--- config.mk ---
export PLATFORM = sky130hd
export DESIGN_NAME = hazard_unit_mdu
export DESIGN_NICKNAME = d
export VERILOG_FILES = /design/src/rtl/hazard_unit_mdu_pkg.sv /design/src/rtl/hazard_unit_mdu_scoreboard.sv /design/src/rtl/hazard_unit_mdu.sv
export SDC_FILE = /design/constraint.sdc
export NUM_CORES = 1
export LEC_CHECK = 0
export BUFFER_PORTS_ARGS = -buffer_cell sky130_fd_sc_hd__buf_2
export CAP_MARGIN = 25
export CORE_ASPECT_RATIO = 1.25
export CORE_MARGIN = 5
export CORE_UTILIZATION = 34
export DETAILED_ROUTE_END_ITERATION = 6
export GPL_ROUTABILITY_DRIVEN = 0
export GPL_TIMING_DRIVEN = 0
export MAX_ROUTING_LAYER = met4
export PLACE_DENSITY = 0.64
export SLEW_MARGIN = 20
export SYNTH_ARGS = -nofsm -noshare
export SYNTH_HDL_FRONTEND = slang
export SYNTH_SLANG_ARGS = --single-unit
--- constraint.sdc ---
create_clock -name clk -period 1.45 [get_ports clk]
set_input_delay 0.2175 -clock clk [delete_from_list [all_inputs] [get_ports clk]]
set_output_delay 0.2175 -clock clk [all_outputs]
set_load 0.03 [all_outputs]
--- src/rtl/hazard_unit_mdu_pkg.sv ---
`default_nettype none
// ============================================================================
// Module : hazard_unit_mdu_pkg
// Brief  : Shared forward-select codes and MDU tracker state encoding.
// Rev    : 1.0  initial release
// ============================================================================
package hazard_unit_mdu_pkg;

  localparam logic [1:0] FWD_RF  = 2'b00;
  localparam logic [1:0] FWD_WB  = 2'b01;
  localparam logic [1:0] FWD_MEM = 2'b10;

  typedef enum logic [0:0] {
    MDU_IDLE = 1'b0,
    MDU_BUSY = 1'b1
  } mduState_e;

endpackage
`default_nettype wire

--- src/rtl/hazard_unit_mdu_scoreboard.sv ---
`default_nettype none
// ============================================================================
// Module : mdu_scoreboard
// Brief  : Tracks an in-flight fixed-latency multiply/divide operation.
// Rev    : 1.0  initial release
// ============================================================================
module mdu_scoreboard
  import hazard_unit_mdu_pkg::*;
#(
  parameter int MDU_LAT = 32
) (
  input  logic clk,
  input  logic rst_n,
  input  logic MduStartE,
  input  logic MduAbort,
  output logic MduBusy
);

  localparam int CW = $clog2(MDU_LAT + 1);
  localparam logic [CW-1:0] c_lat = CW'(MDU_LAT);
  localparam logic [CW-1:0] c_one = CW'(1);

  mduState_e     r_state;
  logic [CW-1:0] r_cnt;

  // An issue while busy is blocked upstream by the stall logic, so it is ignored here.
  always_ff @(posedge clk or negedge rst_n) begin
    if (!rst_n) begin
      r_state <= MDU_IDLE;
      r_cnt   <= '0;
      MduBusy <= 1'b0;
    end else begin
      case (r_state)
        MDU_IDLE: begin
          if (MduStartE && !MduAbort) begin
            r_state <= MDU_BUSY;
            r_cnt   <= c_lat;
            MduBusy <= 1'b1;
          end
        end
        MDU_BUSY: begin
          if (MduAbort || (r_cnt == c_one)) begin
            r_state <= MDU_IDLE;
            r_cnt   <= '0;
            MduBusy <= 1'b0;
          end else begin
            r_cnt   <= r_cnt - c_one;
          end
        end
        default: begin
          r_state <= MDU_IDLE;
          r_cnt   <= '0;
          MduBusy <= 1'b0;
        end
      endcase
    end
  end

endmodule
`default_nettype wire

--- src/rtl/hazard_unit_mdu.sv ---
`default_nettype none
// ============================================================================
// Module : hazard_unit_mdu
// Brief  : 5-stage pipeline hazard unit with forwarding, interlocks and MDU tracking.
// Rev    : 1.0  initial release
// ============================================================================
module hazard_unit_mdu
  import hazard_unit_mdu_pkg::*;
#(
  parameter int REG_AW      = 5,
  parameter int MDU_LAT     = 32,
  parameter bit BRANCH_IN_D = 1'b1
) (
  input  logic              clk,
  input  logic              rst_n,
  input  logic [REG_AW-1:0] RsD,
  input  logic [REG_AW-1:0] RtD,
  input  logic [REG_AW-1:0] RsE,
  input  logic [REG_AW-1:0] RtE,
  input  logic [REG_AW-1:0] WriteRegE,
  input  logic [REG_AW-1:0] WriteRegM,
  input  logic [REG_AW-1:0] WriteRegW,
  input  logic              RegWriteE,
  input  logic              RegWriteM,
  input  logic              RegWriteW,
  input  logic              MemtoRegE,
  input  logic              MemtoRegM,
  input  logic              BranchD,
  input  logic              MduStartE,
  input  logic              MduStartD,
  input  logic              MduReadD,
  input  logic              MduAbort,
  output logic [1:0]        ForwardAE,
  output logic [1:0]        ForwardBE,
  output logic [1:0]        ForwardAD,
  output logic [1:0]        ForwardBD,
  output logic              StallF,
  output logic              StallD,
  output logic              FlushE,
  output logic              MduBusy
);

  // M has the newer value, so it wins over W; register 0 never forwards.
  function automatic logic [1:0] fwdSel(
    input logic [REG_AW-1:0] src,
    input logic [REG_AW-1:0] wrM,
    input logic              rwM,
    input logic [REG_AW-1:0] wrW,
    input logic              rwW
  );
    logic [1:0] sel;
    sel = FWD_RF;
    if (src != '0) begin
      if (rwM && (src == wrM))      sel = FWD_MEM;
      else if (rwW && (src == wrW)) sel = FWD_WB;
    end
    return sel;
  endfunction

  logic w_lwStall;
  logic w_branchStall;
  logic w_mduStall;
  logic w_stall;

  assign ForwardAE = fwdSel(RsE, WriteRegM, RegWriteM, WriteRegW, RegWriteW);
  assign ForwardBE = fwdSel(RtE, WriteRegM, RegWriteM, WriteRegW, RegWriteW);

  generate
    if (BRANCH_IN_D) begin : g_branchInD
      logic w_hitE;
      logic w_hitM;
      assign ForwardAD = fwdSel(RsD, WriteRegM, RegWriteM, WriteRegW, RegWriteW);
      assign ForwardBD = fwdSel(RtD, WriteRegM, RegWriteM, WriteRegW, RegWriteW);
      assign w_hitE = RegWriteE && (WriteRegE != '0) && ((RsD == WriteRegE) || (RtD == WriteRegE));
      assign w_hitM = MemtoRegM && (WriteRegM != '0) && ((RsD == WriteRegM) || (RtD == WriteRegM));
      assign w_branchStall = BranchD && (w_hitE || w_hitM);
    end else begin : g_branchInE
      logic w_unused;
      assign ForwardAD     = FWD_RF;
      assign ForwardBD     = FWD_RF;
      assign w_branchStall = 1'b0;
      assign w_unused      = &{1'b0, BranchD, MemtoRegM, RegWriteE, WriteRegE};
    end
  endgenerate

  assign w_lwStall  = MemtoRegE && (RtE != '0) && ((RsD == RtE) || (RtD == RtE));
  assign w_mduStall = (MduReadD || MduStartD) && (MduBusy || MduStartE);
  assign w_stall    = w_lwStall | w_branchStall | w_mduStall;

  assign StallF = w_stall;
  assign StallD = w_stall;
  assign FlushE = w_stall;

  mdu_scoreboard #(
    .MDU_LAT (MDU_LAT)
  ) u_mduScoreboard (
    .clk       (clk),
    .rst_n     (rst_n),
    .MduStartE (MduStartE),
    .MduAbort  (MduAbort),
    .MduBusy   (MduBusy)
  );

endmodule
`default_nettype wire
==> summary.txt, run 1 <==
Clk sink count: 8
Number of distinct library cells after synthesis: 33
H-Tree Level Count: 1
Number of buffers created by CTS: 3
Hold Vio Cnt, Final: 0
Fin crit share: 120%
Net Sw Frac: 41.3%
Met1 Use GR: 17.7%
Sequential share of the synthesized area: 14.0%
Die Ht: 82.5 µm
P&R area growth vs syn: 67.5%
Hpwl dp: 3130 µm
GRT Overall Usage: 16.6%
Critical-path top delay cell: or4_4
Via density per instance: 5.14
Max_slew headroom: 76.2%
Data required, critical path: 1.23 ns
Buf+Inv Stages, Crit Path: 3
Vias: 1444
Critical path, cell by cell: buf_12 > or4_4 > o21ai_4 > o2111ai_4 > buf_6 > buf_6
Reg clk slew, reported paths: 0.04 ns
Full die area: 5610 µm²
DIE WIDTH: 68.0 µm
Remaining DRCs: 0
Post-Place Cell Area: 1780 µm²
Unrepaired setup endpoints after global routing: yes
Pint: 0.000981 W
Grt peak-use layer: met2
Synthesized flop and latch total: 8
Setup-failing EPs final: 8
Synth cell count leaders: 40 x xnor2_1, 21 x xor2_1, 14 x nor2_1, 13 x buf_2, 13 x nand2_1
I/O pin total: 59
Nets: 276
Slew Limit Fails: 0
HP Class: in2reg
CP Launch Type: primary input
Post-synth ARST share: 100%
Root buffer cell: clkbuf_8
Critical setup path kind: in2out
EDFF count, synth: 0
Fmax: 577 MHz
PD cells: 697 nW/µm²
Antenna viol nets, final: 0
Setup ws final: -0.284 ns
Most frequent cell after synthesis: xnor2_1
Detailed Route Iter0 Violations: 79
Fillers: 332
Synth warn: 0
# rows: 26
Psw: 0.000691 W
Data arrival time of the worst path: 1.52 ns
Clk Latency, worst-skew pair: 0.23 ns
Met2 GRT Util: 29.8%
Setup TNS: -1.30 ns
Core Footprint: 4070 µm²
GR Layer Usage met3: 2.84%
Synth Flop Type: dfrtp_1
Failing checks: setup timing
Worst path max stage delay: 0.57 ns
Share of the synthesized area in the top cell type: 24.5%
Layout Cells excl Fill: 281
Mapped Avg Cell Area: 7.90 µm²
Initial antenna violation count: 0
Cells after DPL: 272
Largest cells by area after synthesis: xnor2_1 24%, dfrtp_1 14%, xor2_1 13%
Drt total wl: 4850 µm
Worst Path Max Fanout: 5
Port Buffers: 35
Sequential share of power: 24.0%
Antenna cell count: 0
Wire per inst: 17.3 µm
Pre-antenna DRT Iters: 4
TritonCTS clock tree: yes
Worst-margin pin slew: 0.356 ns
Initial Utilization: 35.2%
Max cap viols: 0
Minimum clock period: 1.73 ns
Logic gate share of total power: 59.9%
Largest net degree at the start of global routing: 9
Syn Nets: 230
Cell accounting for the most synthesized area: xnor2_1
Mapped cell area: 1430 µm²
Leakage: 0.974 nW
Outcome: finished with violations
Worst Clk Skew: 0.00233 ns
CTS max path bufs: 2
Kind of cell adding the most delay to the critical path: simple AND/OR/NAND/NOR gates
Max IR drop VDD: 749 µV
Fin area: 2400 µm²
Layout cell share with drive strength beyond 1: 52.0%
Post-Syn Instances: 181
Grt total ovfl: 0
First-pass GRT wire length: 6890 µm
Vias in the first global route: 1480
Crit. End Element: output port
Clk pwr share: 16.2%
Most frequent CP cell: buf_6
logic make-up (layout without fill, tap and decap cells):
logic type	count (synthesis)	in the layout	share of synthesized area (%)
simple gates	61	61	22.9
xor+xnor	61	61	37.4
mux	1	1	0.787
buf+inv	28	72	14.1
flops	8	8	14.0
compound gates	20	20	9.10
fa+ha+maj	2	2	1.75
stage by stage:
| stage | worst slack [ns] | power (W) | hold WS (ns) | utilization (%) |
|---|---|---|---|---|
| 6_report | -0.284 | 0.00167 | 0.337 | 58.9 |
| 3_3_place_gp | -0.376 | 0.00114 | 0.0699 | 43.8 |
| 2_1_floorplan | -0.220 | 0.000968 | -0.0781 | - |
| 5_1_grt | -0.308 | 0.00178 | 0.366 | 58.9 |
| 4_1_cts | -0.301 | 0.00152 | 0.329 | 52.4 |
| 3_5_place_dp | -0.386 | 0.00115 | 0.0679 | 43.8 |
final timing paths:
kind | from | slack (ns) | to | depth (start not counted)
hold reg to reg | u_mduScoreboard.r_cnt[1]$_DFFE_PN0P_ | 0.53 | u_mduScoreboard.r_cnt[1]$_DFFE_PN0P_ | 2
hold / removal | MduAbort | 0.34 | u_mduScoreboard.MduBusy$_DFFE_PN0P_ | 4
max in group asynchronous | rst_n | 0.93 | u_mduScoreboard.r_cnt[0]$_DFFE_PN0P_ | 2
setup / recovery | RtE[1] | -0.28 | StallF | 6
min in group asynchronous | rst_n | 0.35 | u_mduScoreboard.r_cnt[2]$_DFFE_PN0P_ | 2
setup reg to reg | u_mduScoreboard.r_cnt[4]$_DFFE_PN0P_ | 0.05 | u_mduScoreboard.r_cnt[4]$_DFFE_PN0P_ | 5
flip-flops by register name, summed over array words and instances (netlist names):
signal and cells:
u_mduScoreboard.r_state 1, u_mduScoreboard.MduBusy 1, u_mduScoreboard.r_cnt 6
worst reg2reg max path, delay by kind of cell, from the launching register on:
| family | cells | cell delay [ns] |
|---|---|---|
| DFF | 1 | 0.43 |
| and+or+nand+nor | 3 | 0.44 |
| AOI/OAI and AO/OA | 2 | 0.41 |
final cells by class:
cell class	instances	area (µm²)	area share, %
tap	56	70.1	2.92
clock buffer	3	41.3	1.72
inverter	3	11.3	0.470
timing repair buffer	41	337	14.0
buffer	25	349	14.6
multi-input combinational	145	1390	57.9
sequential	8	200	8.36
power by group through the flow:
stage / combinational [W] / clock (W) / sequential (W)
detailed placement: 0.000764 / 0 / 0.000384
floorplan: 0.000583 / 0 / 0.000386
global route: 0.00109 / 0.000284 / 0.000411
global placement: 0.000758 / 0 / 0.000381
CTS: 0.000869 / 0.000273 / 0.000383
finish: 0.00100 / 0.000270 / 0.000401
repair_timing:
item                                   in CTS  in global routing
pin swaps                                  22                 20
setup endpoints to repair                  11                 13
gates resized for setup                    69                 54
endpoints found under the hold margin       8                  0
buffers inserted                            4                  2
hold buffers                                1                  0
routing by layer:
layer	share of wire (%)	wire [µm]
met5	0	0
met1	36	1730
met4	3.3	159
met2	54	2640
met3	6.7	326
placed cells by master (no fill, tap or decap), drive strengths merged, types with 6 or more instances in the layout:
master  Yosys  routed
nand3       8       8
or4         7       7
nor2       14      14
nand2      14      14
xor2       21      21
xnor2      40      40
buf        25      65
o21ai       6       6
dfrtp       8       8
nor3        8       8
Note: power is estimated with default switching activity, not from simulation.
==> run 2: changes to the inputs <==
- RECOVER_POWER: default -> 50
- SETUP_SLACK_MARGIN: default -> 0.2
- SLEW_MARGIN: 20 -> 30
==> run 2 against run 1 <==
- the run still ends with setup timing left
- register-to-register slack hardly changed
- first-iteration DRC count is 41% lower
- final area is 3.7% higher
- sequential share of layout area is 0.24 points lower
- clock skew is 0.0020 ns lower
- global-route usage is 0.35 points lower
- die area stayed put
- critical path type unchanged
==> summary.txt, run 2 (same netlist as run 1, synthesis figures left out) <==
Outcome: finished with violations
Multi-input gate area: 1410 µm²
Pint: 0.00107 W
PD cells: 742 nW/µm²
Setup-failing EPs final: 10
Slew Limit Fails: 0
Grt total ovfl: 0
Hold WS: 0.399 ns
Largest register by flop count: u_mduScoreboard.r_cnt
Setup ws final: -0.297 ns
Crit. End Element: output port
Largest registers: u_mduScoreboard.r_cnt (6), u_mduScoreboard.MduBusy (1), u_mduScoreboard.r_state (1)
Number of buffers created by CTS: 3
Max IR drop VDD: 818 µV
Clk pwr share: 14.1%
Fin crit share: 120%
I/O pin total: 59
Largest net degree at the start of global routing: 9
Core Footprint: 4070 µm²
Wire per inst: 16.6 µm
Port Buffers: 35
Logic gate share of total power: 64.5%
Critical setup path kind: in2out
Pre-antenna DRT Iters: 4
Data arrival time of the worst path: 1.53 ns
First-pass GRT wire length: 6840 µm
Sequential share of power: 21.4%
Setup TNS: -1.39 ns
CTS max path bufs: 2
Fmax: 572 MHz
HP Class: in2reg
P&R area growth vs syn: 73.7%
# rows: 26
Fillers: 346
Worst-margin pin slew: 0.438 ns
Clk Latency, worst-skew pair: 0.22 ns
Worst Clk Skew: 0.000344 ns
Vias: 1462
Cells after DPL: 272
GRT Overall Usage: 16.3%
Max_slew headroom: 70.8%
CP Launch Type: primary input
DIE WIDTH: 68.0 µm
H-Tree Level Count: 1
Flip-flop and latch area: 201 µm²
Max reg flops: 6
Vias in the first global route: 1420
Drt total wl: 4790 µm
Commonest non-fill, non-tap cells in the layout: 32 x xnor2_1, 26 x buf_6, 21 x xor2_1
Initial antenna violation count: 0
Full die area: 5610 µm²
Root buffer cell: clkbuf_8
Detailed Route Iter0 Violations: 47
Hpwl dp: 3350 µm
Minimum clock period: 1.75 ns
Via density per instance: 5.06
Nets: 284
Unrepaired setup endpoints after global routing: yes
Most common cell after layout, fill and taps aside: xnor2_1
Remaining DRCs: 0
Die Ht: 82.5 µm
Initial Utilization: 35.2%
Net Sw Frac: 41.8%
Failing checks: setup timing
Leakage: 1.00 nW
Worst Path Max Fanout: 5
Reg clk slew, reported paths: 0.04 ns
Data required, critical path: 1.23 ns
Antenna cell count: 0
Hold Vio Cnt, Final: 0
Psw: 0.000770 W
Antenna viol nets, final: 0
TritonCTS clock tree: yes
Clk sink count: 8
Layout Cells excl Fill: 289
Max cap viols: 0
Layout cell share with drive strength beyond 1: 56.2%
[run 2: cell types whose count changed in the layout (fill, tap and decap cells not counted), sizes merged]
cell    delta
clkbuf     +1
buf        +7
[run 2: final cells by class]
type / count / share of cell area (%)
repair buffers: 49 / 16.1
inverters: 3 / 0.453
clock buffers: 3 / 1.66
plain buffers: 25 / 14.3
well taps: 56 / 2.82
flip-flops and latches: 8 / 8.11
multi-input cells: 145 / 56.6
[run 2: repair_timing]
item | in CTS | in global routing
hold buffers | 1 | 0
resized for setup | 49 | 50
buffers inserted | 7 | 6
pin swaps | 23 | 25
hold endpoints to repair | 8 | 0
endpoints found under the setup margin | 18 | 18
[run 2: final timing paths]
| kind | start | endpoint | slack, ns | cells past startpoint |
|---|---|---|---|---|
| worst min-delay path | MduAbort | u_mduScoreboard.r_cnt[1]$_DFFE_PN0P_ | 0.40 | 4 |
| worst max register to register | u_mduScoreboard.r_cnt[0]$_DFFE_PN0P_ | u_mduScoreboard.r_cnt[4]$_DFFE_PN0P_ | 0.06 | 6 |
| worst min register to register | u_mduScoreboard.MduBusy$_DFFE_PN0P_ | u_mduScoreboard.MduBusy$_DFFE_PN0P_ | 0.53 | 2 |
| worst max-delay path | RtD[4] | StallD | -0.30 | 8 |
| min in group asynchronous | rst_n | u_mduScoreboard.r_cnt[5]$_DFFE_PN0P_ | 0.44 | 2 |
| max in group asynchronous | rst_n | u_mduScoreboard.r_cnt[2]$_DFFE_PN0P_ | 0.68 | 2 |
[run 2: stage by stage]
stage	setup slack, ns	instance area, µm²	utilization, %	power [W]
floorplan	-0.228	1680	-	0.00101
CTS	-0.312	2210	54.4	0.00165
global placement	-0.384	1930	47.4	0.00119
finish	-0.297	2480	61.1	0.00184
global route	-0.397	2480	61.1	0.00195
detailed placement	-0.385	1930	47.4	0.00121
[run 2: critical path: stages]
cell and delay [ns]:
buf_8 0.11, xnor2_1 0.20, nand3_1 0.17, nor3_4 0.24
o2111ai_2 0.18, o2111ai_4 0.16, buf_6 0.13, buf_6 0.12
[run 2: routing by layer]
layer  track usage [%]  part of all wire (%)  wire, µm  up-vias
li1                  -                     -         -      705
met3              1.35                   5.8       278       12
met4              1.99                   2.9       138        0
met5                 -                     0         0        -
met2              30.7                    55      2620       55
met1              19.0                    37      1760      690
[run 2: power by group through the flow]
stage          sequential [W]  clock (W)  combinational (W)
3_5_place_dp         0.000392          0           0.000814
6_report             0.000394   0.000261            0.00119
2_1_floorplan        0.000389          0           0.000626
5_1_grt              0.000403   0.000274            0.00127
3_3_place_gp         0.000387          0           0.000802
4_1_cts              0.000386   0.000259            0.00101
==> run 3: changes to the inputs <==
- CORE_MARGIN: 5 -> 1
==> run 3 against run 2 <==
- the run still ends with setup timing left
- final cell count is 0.69% lower
- register-to-register slack hardly changed
- power is 5.0% higher
- global-route usage is 4.0 points higher
- largest power group unchanged
==> summary.txt, run 3 (same netlist as run 1, synthesis figures left out) <==
Outcome: finished with violations
Failing checks: setup timing
Core Footprint: 4070 µm²
Max reg flops: 6
Max IR drop VDD: 856 µV
Clk Latency, worst-skew pair: 0.23 ns
Worst Clk Skew: 0.00405 ns
Worst reg2reg setup slack: 0.07 ns
Number of buffers created by CTS: 3
First-pass GRT wire length: 6620 µm
Hold WS: 0.421 ns
Root buffer cell: clkbuf_8
Fin area: 2400 µm²
Vias in the first global route: 1397
Reg clk slew, reported paths: 0.04 ns
Data required, critical path: 1.23 ns
Largest register by flop count: u_mduScoreboard.r_cnt
Hpwl dp: 3100 µm
Logic gate share of total power: 64.9%
Clk sink count: 8
Final core utilization: 59.0%
Crit. End Element: output port
Most common cell after layout, fill and taps aside: xnor2_1
Fin crit share: 119%
Largest registers: u_mduScoreboard.r_cnt (6), u_mduScoreboard.MduBusy (1), u_mduScoreboard.r_state (1)
DIE WIDTH: 60.0 µm
Minimum clock period: 1.73 ns
Critical setup path kind: in2out
Detailed Route Iter0 Violations: 32
Die Ht: 74.5 µm
TritonCTS clock tree: yes
Grt total ovfl: 0
PD cells: 807 nW/µm²
Post-Place Cell Area: 1930 µm²
WHS Path Cells: 4
Net Sw Frac: 42.1%
Sequential share of power: 20.5%
Leakage: 0.958 nW
Worst hold endpoint: u_mduScoreboard.MduBusy$_DFFE_PN0P_
Largest net degree at the start of global routing: 9
Layout cell share with drive strength beyond 1: 54.5%
Hold Vio Cnt, Final: 0
Data arrival time of the worst path: 1.51 ns
Critical R2R Launch: u_mduScoreboard.r_cnt[0]$_DFFE_PN0P_
Full die area: 4470 µm²
R2r worst-path depth: 6
Initial Utilization: 35.2%
Via density per instance: 4.98
Wire per inst: 15.9 µm
GRT Overall Usage: 20.3%
Worst-margin pin slew: 0.479 ns
Hold path start: MduAbort
Antenna viol nets, final: 0
Slew Limit Fails: 0
Antenna cell count: 0
Clk pwr share: 14.6%
CTS max path bufs: 2
Pint: 0.00112 W
Unrepaired setup endpoints after global routing: yes
R2r endpoint: u_mduScoreboard.r_cnt[4]$_DFFE_PN0P_
Worst Path Max Fanout: 5
P&R area growth vs syn: 67.7%
Drt total wl: 4560 µm
Pre-antenna DRT Iters: 4
Setup ws final: -0.282 ns
H-Tree Level Count: 1
CP Launch Type: primary input
Fmax: 578 MHz
Commonest non-fill, non-tap cells in the layout: 34 x xnor2_1, 31 x buf_6, 21 x xor2_1
# rows: 26
Port Buffers: 35
Nets: 282
Critical path origin: RtE[1]
Max_slew headroom: 68.1%
Initial antenna violation count: 0
HP Class: in2reg
Psw: 0.000815 W
Max cap viols: 0
Remaining DRCs: 0
Vias: 1430
Setup-failing EPs final: 10
I/O pin total: 59
[run 3: changes by cell type in the layout (fill, tap and decap cells not counted), sizes merged]
cell and change:
buf -3, clkbuf +1
[run 3: worst max-delay path: stages]
cell and delay [ns]:
buf_12 0.11, or4_4 0.57, o21ai_4 0.19, o2111ai_4 0.15
buf_6 0.15, buf_6 0.12
[run 3: area by class of cell]
| class | instances | area [µm²] |
|---|---|---|
| multi-input cells | 145 | 1380 |
| plain buffers | 25 | 324 |
| fillers | 356 | 1670 |
| inverters | 3 | 11.3 |
| clock buffers | 3 | 41.3 |
| well taps | 56 | 70.1 |
| repair buffers | 47 | 374 |
| flip-flops and latches | 8 | 203 |
[run 3: how the worst max path moves through the flow]
| stage | end |
|---|---|
| floorplan | StallD |
| global placement | StallD |
| detailed placement | StallD |
| CTS | StallD |
| global route | StallF |
| finish | StallF |
[run 3: repair_timing]
| item | 4_1_cts | 5_1_grt |
|---|---|---|
| endpoints found under the hold margin | 8 | 0 |
| hold buffers | 1 | 0 |
| gates resized for setup | 53 | 29 |
| buffers inserted | 8 | 3 |
| pin swaps | 22 | 9 |
| setup endpoints to repair | 17 | 18 |
[run 3: routing by layer]
metal | vias to the layer above | global-route usage (%) | part of all wire [%]
met1 | 691 | 22.9 | 40
met5 | - | - | 0
met3 | 0 | 1.39 | 3.2
met4 | 0 | 2.58 | 0
met2 | 36 | 39.0 | 56
li1 | 703 | - | -
[run 3: power groups by stage]
stage | combinational, W | sequential, W | clock, W
floorplan | 0.000626 | 0.000389 | 0
global placement | 0.000806 | 0.000383 | 0
detailed placement | 0.000814 | 0.000386 | 0
CTS | 0.00102 | 0.000383 | 0.000276
global route | 0.00134 | 0.000405 | 0.000288
finish | 0.00126 | 0.000397 | 0.000283
[run 3: metrics by stage]
stage | TNS (ns) | total power [W] | worst slack, ns | std cells
final | -1.06 | 0.00194 | -0.282 | 287
after global placement | -1.79 | 0.00119 | -0.379 | 272
after detailed placement | -1.84 | 0.00120 | -0.378 | 272
after floorplan | -0.662 | 0.00101 | -0.228 | 181
after global routing | -1.59 | 0.00204 | -0.324 | 287
after CTS | -1.25 | 0.00167 | -0.301 | 284
